==> src/rtl/clkdiv_pkg.sv <==
// Shared definitions for the clock divider bank: default counter width and
// the rule that turns a programmed divide value into the half-period actually used.
package clkdiv_pkg;

  localparam int CW_DEFAULT = 32;

  // A programmed 0 would never reach a terminal count, so it runs as 1 (clk/2).
  function automatic logic [63:0] clamp_div(input logic [63:0] div);
    return (div == 64'd0) ? 64'd1 : div;
  endfunction

endpackage

==> src/rtl/clk_div_channel.sv <==
// One divider channel: half-period counter, 50% duty output and a rising-edge tick.
// Sync outranks a load, and a load outranks the terminal count.
module clk_div_channel
  import clkdiv_pkg::*;
#(
  parameter int               CW   = CW_DEFAULT,
  parameter logic [CW-1:0]    INIT = CW'(1)
) (
  input  logic          clk,
  input  logic          rst,
  input  logic          en,
  input  logic          sync,
  input  logic          load,
  input  logic [CW-1:0] load_val,
  output logic          clk_out,
  output logic          tick
);

  logic [CW-1:0] div;
  logic [CW-1:0] cnt;
  logic [CW-1:0] eff;
  logic          terminal;

  assign eff      = CW'(clamp_div(64'(div)));
  assign terminal = (cnt == eff - CW'(1));

  // Tick defaults low every cycle so it can only ever be a single-cycle strobe.
  always_ff @(posedge clk or posedge rst) begin
    if (rst) begin
      div     <= INIT;
      cnt     <= '0;
      clk_out <= 1'b0;
      tick    <= 1'b0;
    end else begin
      tick <= 1'b0;
      if (load) begin
        div <= load_val;
      end
      if (sync) begin
        cnt     <= '0;
        clk_out <= 1'b0;
      end else if (load) begin
        cnt <= '0;
      end else if (en) begin
        if (terminal) begin
          cnt     <= '0;
          clk_out <= ~clk_out;
          tick    <= ~clk_out;
        end else begin
          cnt <= cnt + CW'(1);
        end
      end
    end
  end

endmodule

==> src/rtl/clock_divider_bank.sv <==
// Multi-channel runtime-programmable clock divider; the top only turns the
// shared write port into per-channel load strobes.
module clock_divider_bank
  import clkdiv_pkg::*;
#(
  parameter int                  NCH      = 4,
  parameter int                  CW       = CW_DEFAULT,
  parameter logic [NCH*CW-1:0]   DIV_INIT = {32'd50_000_000, 32'd5_000_000, 32'd500_000, 32'd50_000},
  localparam int                 CHW      = (NCH > 1) ? $clog2(NCH) : 1
) (
  input  logic           clk,
  input  logic           rst,
  input  logic [NCH-1:0] en,
  input  logic           sync,
  input  logic           wr_en,
  input  logic [CHW-1:0] wr_ch,
  input  logic [CW-1:0]  wr_div,
  output logic [NCH-1:0] clk_out,
  output logic [NCH-1:0] tick
);

  logic [NCH-1:0] load;

  // Out-of-range channel numbers match no channel, so such writes are dropped.
  for (genvar i = 0; i < NCH; i++) begin : g_ch
    assign load[i] = wr_en && (32'(wr_ch) == i);

    clk_div_channel #(
      .CW   (CW),
      .INIT (DIV_INIT[i*CW +: CW])
    ) u_ch (
      .clk      (clk),
      .rst      (rst),
      .en       (en[i]),
      .sync     (sync),
      .load     (load[i]),
      .load_val (wr_div),
      .clk_out  (clk_out[i]),
      .tick     (tick[i])
    );
  end

endmodule

==> config.mk <==
export PLATFORM = sky130hd
export DESIGN_NAME = clock_divider_bank
export DESIGN_NICKNAME = d
export VERILOG_FILES = /design/src/rtl/clkdiv_pkg.sv /design/src/rtl/clk_div_channel.sv /design/src/rtl/clock_divider_bank.sv
export SDC_FILE = /design/constraint.sdc
export NUM_CORES = 1
export LEC_CHECK = 0
export CORE_MARGIN = 5
export CORE_UTILIZATION = 52
export DETAILED_ROUTE_END_ITERATION = 8
export PLACE_DENSITY = 0.69
export SLEW_MARGIN = 20
export SYNTH_ARGS = -nofsm -noshare
export SYNTH_HDL_FRONTEND = slang
export SYNTH_SLANG_ARGS = --single-unit
==> constraint.sdc <==
create_clock -name clk -period 10.6 [get_ports clk]
set_clock_uncertainty 0.05 [all_clocks]
set_input_delay 2.12 -clock clk [delete_from_list [all_inputs] [get_ports clk]]
set_output_delay 2.12 -clock clk [all_outputs]
set_load 0.02 [all_outputs]
== Word level (Yosys, flattened, before mapping) ==
Index checks and enable logic that the tools add are counted.

* Register bits after elaboration: 264
* Output and inout port bits: 8
* Word-level logic and storage cells: 116
* Memories kept: 0
* Bits in latches: 0
* Memory bits (read-only): 0
* Memory bits (writable): 0
* Input port bits: 42

* Reduce and logical (&&, ||, !) cells: 25
* $lt $le $gt $ge: 0
* $add $sub $neg: 8
* Multiplexer cells: 52
* Eq/ne operators: 11
* Bitwise operators: 4
* Div/mod/pow operators: 0
* Shift operators: 0
* Multiply operators: 0

{| class="wikitable"
|+ Operator list
! cell !! count
|-
| $mux 32 || 20
|-
| $add 32x1->32 const B || 4
|-
| $eq 32x32->1 || 4
|-
| $logic_not 32->1 || 4
|-
| $sub 32x1->32 const B || 4
|-
| $mux 1 || 32
|-
| $reduce_bool 2->1 || 8
|-
| $reduce_and 3->1 || 4
|-
| $reduce_bool 3->1 || 4
|-
| $ne 2x2->1 const B || 4
|-
| $eq 2x2->1 const B || 2
|-
| $logic_and 1x1->1 || 4
|-
| $not 1->1 || 4
|-
| $eq 2x1->1 const B || 1
|-
| $logic_not 2->1 || 1
|}

== Depth between registers and ports, before layout ==
* Depth in word-level cells: 8
* Mapped depth: 19
* Mapped depth without buffers: 15

== Cells and area by module ==
Synthesis repeated with hierarchy kept, for this count alone.

* Cell total of the unflattened synthesis: 1986
* Area total of the unflattened synthesis: 18098.6 um^2

{| class="wikitable"
|+ Modules (own cells, without submodules)
! module !! area each (um^2) !! cells each !! instances !! sequential area each (um^2)
|-
| clk_div_channel at g_ch[1].u_ch || 4560.6 || 500 || 1 || 1660.3
|-
| clk_div_channel at g_ch[0].u_ch || 4559.4 || 500 || 1 || 1659.1
|-
| clk_div_channel at g_ch[3].u_ch || 4473.0 || 491 || 1 || 1666.6
|-
| clk_div_channel at g_ch[2].u_ch || 4468.0 || 491 || 1 || 1661.6
|-
| clock_divider_bank || 37.5 || 4 || 1 || 0.0
|}

== Worst setup path before layout ==
OpenSTA, ideal clock, no wires.

* Kind: flip-flop to flip-flop
* From: register g_ch[3].u_ch.div[23]
* To: register g_ch[3].u_ch.cnt[6]
* Library setup time: 0.151 ns
* Data required time: 10.399 ns
* Buffers on the path: 3
* Cell stages (with the launch flop): 19
* Data arrival time: 4.236 ns
* Clock period less this slack: 4.437 ns
* Path slack: 6.163 ns
* Cells stage by stage: dfstp_2 > clkbuf_1 > nor4_1 > and4b_1 > nand2_1 > nor2_1 > nor2_1 > ha_1 > nor4b_1 > nand3_1 > or4_1 > a32oi_1 > a21oi_1 > nor4_1 > o2111ai_1 > clkbuf_1 > clkbuf_1 > nand4_1 > o311ai_0

* Word-level cells in the longest chain between the ends: 8

{| class="wikitable"
|+ Ends and longest elaborated chain
! item !! line !! RTL
|-
| start: declaration || clk_div_channel.sv:19 || <nowiki>logic [CW-1:0] div;</nowiki>
|-
| start signal: assignment || clk_div_channel.sv:37 || <nowiki>div <= load_val;</nowiki>
|-
| $logic_not 32->1 || clkdiv_pkg.sv:9 || <nowiki>return (div == 64'd0) ? 64'd1 : div;</nowiki>
|-
| $mux 32 * || clkdiv_pkg.sv:9 ||
|-
| $sub 32x1->32 * || clk_div_channel.sv:25 || <nowiki>assign terminal = (cnt == eff - CW'(1));</nowiki>
|-
| $eq 32x32->1 * || clk_div_channel.sv:25 ||
|-
| $mux 32 * || clk_div_channel.sv:45 || <nowiki>if (terminal) begin</nowiki>
|-
| $mux 32 * || clk_div_channel.sv:44 || <nowiki>end else if (en) begin</nowiki>
|-
| $mux 32 * || clk_div_channel.sv:42 || <nowiki>end else if (load) begin</nowiki>
|-
| $mux 32 * || clk_div_channel.sv:39 || <nowiki>if (sync) begin</nowiki>
|-
| end signal: assignment || clk_div_channel.sv:50 || <nowiki>cnt <= cnt + CW'(1);</nowiki>
|-
| end: declaration || clk_div_channel.sv:20 || <nowiki>logic [CW-1:0] cnt;</nowiki>
|}

Every way passes the cells marked *; elsewhere a longest branch is shown, timed or not. The select of a mux whose other input is x is not followed.
A chain may end at the register's enable or synchronous reset.

== Worst setup path in the final report ==
* From: register g_ch[3].u_ch.div[16]
* To: register g_ch[3].u_ch.cnt[30]

Same word-level chain as after synthesis.

==> impl_results.rst <==
.. list-table::
   :header-rows: 1

   * - Metric
     - Value
   * - Post-synthesis share of cell area spent on full adders, half adders and majority gates
     - 0.5635%
   * - Clock buffers created by TritonCTS
     - 30
   * - Syn-to-layout area delta
     - 9.573%
   * - Leakage power
     - 0.007271 uW
   * - Worst EP required
     - 10.98 ns
   * - Via density per instance
     - 6.339
   * - Maximum fanout encountered on the critical timing path
     - 30
   * - Count of hold-fix buffers inserted at cts
     - 0
   * - Yosys warning total
     - 0
   * - Clock latency on the worst-skew pair
     - 0.58 ns
   * - Relative slew slack
     - 33.95%
   * - Synth Net Count
     - 2,098
   * - Actual transition at the worst max-transition pin
     - 0.9817 ns
   * - Final setup TNS
     - 0 ns
   * - H-tree level count
     - 1
   * - Critical register-to-register path endpoint
     - g_ch[3].u_ch.cnt[30]
   * - Main combinational cell family by area after synthesis
     - simple AND/OR/NAND/NOR gates
   * - Compound-cell area share of the yosys netlist
     - 14.26%
   * - Synth Area in Simple Gates
     - 29.09%
   * - Die Span Y
     - 194.8 microns
   * - RSZ-0062 raised after global routing
     - no
   * - Layout cell share with drive strength beyond 1
     - 12.35%
   * - Fill cells
     - 3,011
   * - Overall routed net length
     - 50,310 microns
   * - Mean routed wirelength per cell
     - 20.21 microns
   * - R2R setup slack
     - 5.17 ns
   * - Number of buffers inserted by post-CTS setup repair
     - 0
   * - Number of cells traversed by the worst register-to-register path
     - 17
   * - Fin cells
     - 2,489
   * - Max Clk Rate
     - 0.1840 GHz
   * - Utilization after layout
     - 57.90%
   * - Flip-flop cell with the highest count after synthesis
     - dfrtp_1
   * - Max-capacitance violation count
     - 0
   * - Antenna Cells
     - 0
   * - Kind of critical path
     - reg -> reg
   * - Root Buffer Master
     - clkbuf_16
   * - Sequential cell area
     - 0.006648 sq mm
   * - TritonCTS Sinks
     - 264
   * - Min-Delay Startpoint
     - g_ch[3].u_ch.clk_out
   * - Initial antenna violation count
     - 2
   * - Placed Instances
     - 2,433
   * - Worst setup SP type
     - flip-flop
   * - Synthesized cell area
     - 0.01776 sq mm
   * - First-pass iteration count of the detailed router
     - 6
   * - Global Route Usage Sum
     - 25.84%
   * - Initial standard-cell utilization of the core
     - 52.84%
   * - Global route overflow
     - 0
   * - Highest ir drop seen on vdd
     - 0.0001582 V
   * - Number of storage elements in the synthesis netlist
     - 264
   * - Number of placed I/O pins
     - 50
   * - Seq/Total Area, Yosys
     - 37.43%
   * - Final critical path time including I/O delays and setup
     - 5.434 ns
   * - Placement-stage worst setup slack
     - 4.796 ns
   * - Power per Cell Area
     - 149.9 mW/mm^2
   * - DR iter-0 viols
     - 1,085
   * - Resized Gates After CTS
     - 0
   * - Multiplexer area fraction after synthesis
     - 6.896%
   * - Final setup violating endpoints
     - 0
   * - Fin. Hold Viols
     - 0
   * - Mean Syn Cell Area
     - 8.673 sq um
   * - Cells on Worst Hold Path
     - 1
   * - Most common cell after layout, fill and taps aside
     - nand2_1
   * - Arrival time of the worst setup path
     - 5.81 ns
   * - Share of synthesized flip-flops with an asynchronous set or reset
     - 100.0%
   * - Final worst path period share
     - 51.26%
   * - Tightest Hold Check Type
     - reg -> reg
   * - Share of the synthesized netlist area taken by xor and xnor gates
     - 7.890%
   * - Standard-cell rows
     - 67
   * - Post-Syn Instances
     - 2,048
   * - Status
     - complete, no violations
   * - Area of combinational cells with multiple inputs
     - 0.01048 sq mm
   * - Placer Congestion
     - 0.9527
   * - Routed Antenna Nets
     - 0
   * - Slew Limit Fails
     - 0
   * - Worst hold margin
     - 0.4331 ns
   * - Final routed DRC violation total
     - 0
   * - NumNets Final
     - 2,067
   * - Vias in the first global route
     - 15,320
   * - Horizontal die dimension
     - 194.8 microns
   * - Post-detailed-placement half-perimeter wirelength
     - 35,740 microns
   * - Wire length of the first global-routing pass
     - 81,770 microns
   * - CTS tree
     - built
   * - Pin count of the biggest net entering global routing
     - 113
   * - Commonest cells after routing, fill and taps aside
     - nand2_1, dfrtp_1, nor2_1
   * - Clock edge transition at the registers on the reported setup and hold paths
     - 0.06 ns
   * - Full die area
     - 0.03795 sq mm
   * - Area of the placeable core
     - 0.03362 sq mm
   * - Final setup margin
     - 5.166 ns
   * - Critical path endpoint category
     - flip-flop
   * - Port Buffers
     - 49
   * - Clock buffer depth
     - 3
   * - Vias
     - 15,780
   * - WHS Endpoint
     - g_ch[3].u_ch.tick
   * - Count of flip-flops with a built-in enable after synthesis
     - 0
   * - Distinct cell type count of the synthesized netlist
     - 86
   * - Critical R2R Launch
     - g_ch[3].u_ch.div[16]
## sequential cells by signal, indices dropped and copies added, names as in the netlist
register and count:
g_ch.u_ch.tick 4, g_ch.u_ch.div 128, g_ch.u_ch.cnt 128, g_ch.u_ch.clk_out 4
## logic make-up (layout without fill, tap and decap cells)
kind of cell | after synthesis | in the layout
simple gates | 987 | 987
buf+inv | 166 | 159
xor+xnor | 160 | 160
fa+ha+maj | 8 | 8
flops | 264 | 264
compound gates | 353 | 353
mux | 110 | 110
## cells in the mapped netlist, types with 6 or more instances
| master | instances | area (sq um) |
|---|---|---|
| a22oi_1 | 7 | 52.55 |
| mux2i_1 | 11 | 110.1 |
| nand2b_1 | 21 | 131.4 |
| and2_1 | 17 | 106.4 |
| dfrtp_1 | 231 | 5781 |
| o311ai_0 | 53 | 464.2 |
| a21oi_1 | 41 | 205.2 |
| a211oi_1 | 15 | 112.6 |
| and4_1 | 14 | 122.6 |
| a211o_1 | 6 | 52.55 |
| nor4b_1 | 10 | 87.58 |
| nand4b_1 | 8 | 70.07 |
| ha_1 | 8 | 100.1 |
| o31ai_1 | 16 | 120.1 |
| o21a_1 | 6 | 45.04 |
| o22ai_1 | 15 | 93.84 |
| nor2b_1 | 15 | 93.84 |
| nand3b_1 | 15 | 112.6 |
| mux2_2 | 99 | 1115 |
| o21ai_0 | 65 | 325.3 |
| buf_4 | 9 | 67.56 |
| nand3_1 | 96 | 480.5 |
| xor2_1 | 62 | 543.0 |
| nor3_1 | 85 | 425.4 |
| dfstp_2 | 33 | 867.1 |
| nor3b_1 | 13 | 97.59 |
| buf_2 | 12 | 60.06 |
| nand2_1 | 308 | 1156 |
| clkbuf_1 | 101 | 379.1 |
| nor2_1 | 105 | 394.1 |
| or3_1 | 45 | 281.5 |
| a31oi_1 | 18 | 112.6 |
| or2_2 | 29 | 181.4 |
| a2111oi_0 | 7 | 61.31 |
| o2111ai_1 | 10 | 87.58 |
| and3_1 | 31 | 193.9 |
| inv_1 | 36 | 135.1 |
| o211ai_1 | 16 | 120.1 |
| nor4_1 | 45 | 281.5 |
| or4_1 | 25 | 187.7 |
| a21o_1 | 17 | 127.6 |
| nand4_1 | 83 | 519.3 |
| xnor2_1 | 98 | 858.3 |
## worst max path at each step
stage                               startpoint              endpoint  slack [ns]  depth (start not counted)
after floorplan                            rst  g_ch[0].u_ch.clk_out        1.22                          1
after global placement    g_ch[3].u_ch.div[16]  g_ch[3].u_ch.cnt[22]        5.02                         17
after detailed placement  g_ch[3].u_ch.div[16]  g_ch[3].u_ch.cnt[10]        4.80                         17
after CTS                 g_ch[3].u_ch.div[16]   g_ch[3].u_ch.cnt[6]        4.79                         17
after global routing      g_ch[3].u_ch.div[16]  g_ch[3].u_ch.cnt[11]        4.66                         17
final                     g_ch[3].u_ch.div[16]  g_ch[3].u_ch.cnt[30]        5.17                         17
## worst max-delay path, stage by stage (launching register included)
cell and delay [ns]:
dfrtp_1 0.43, nor4_1 0.87, and4_1 0.43, nand2_1 0.20, nor2_1 0.17, nor2_1 0.08
ha_1 0.22, nor4b_1 0.15, buf_4 0.17, and4_1 0.28, a211oi_1 0.24, a211oi_1 0.07
a41oi_1 0.24, nor4_1 0.13, o2111ai_2 0.08, buf_4 0.36, nand3_2 0.52, o311ai_0 0.59
## power breakdown
| group | internal [uW] | switching [uW] |
|---|---|---|
| logic | 259 | 317 |
| registers | 1120 | 170 |
| clock network | 627 | 427 |
| total | 2000 | 913 |
## metrics by stage
step / instance area (sq um) / total power, uW
after floorplan: 17760 / 1690
after global placement: 18450 / 1851
after detailed placement: 18450 / 1867
after CTS: 19450 / 2934
after global routing: 19460 / 3063
final: 19460 / 2918
## layer usage
layer / routed length [microns] / vias to the layer above / global-route usage (%)
li1: - / 7531 / -
met1: 22970 / 7728 / 36.58
met2: 23240 / 432 / 42.00
met3: 2854 / 86 / 3.930
met4: 1240 / 0 / 6.232
met5: 0 / - / 0
## layout make-up
class,count,area share [%]
Clock buffer,50,4.867
Clock inverter,6,0.2829
Inverter,36,0.7329
Multi-Input combinational cell,1618,53.85
Sequential cell,264,34.16
Tap cell,448,2.880
Timing Repair Buffer,67,3.234
No activity file was read; power rests on OpenSTA's default activity.
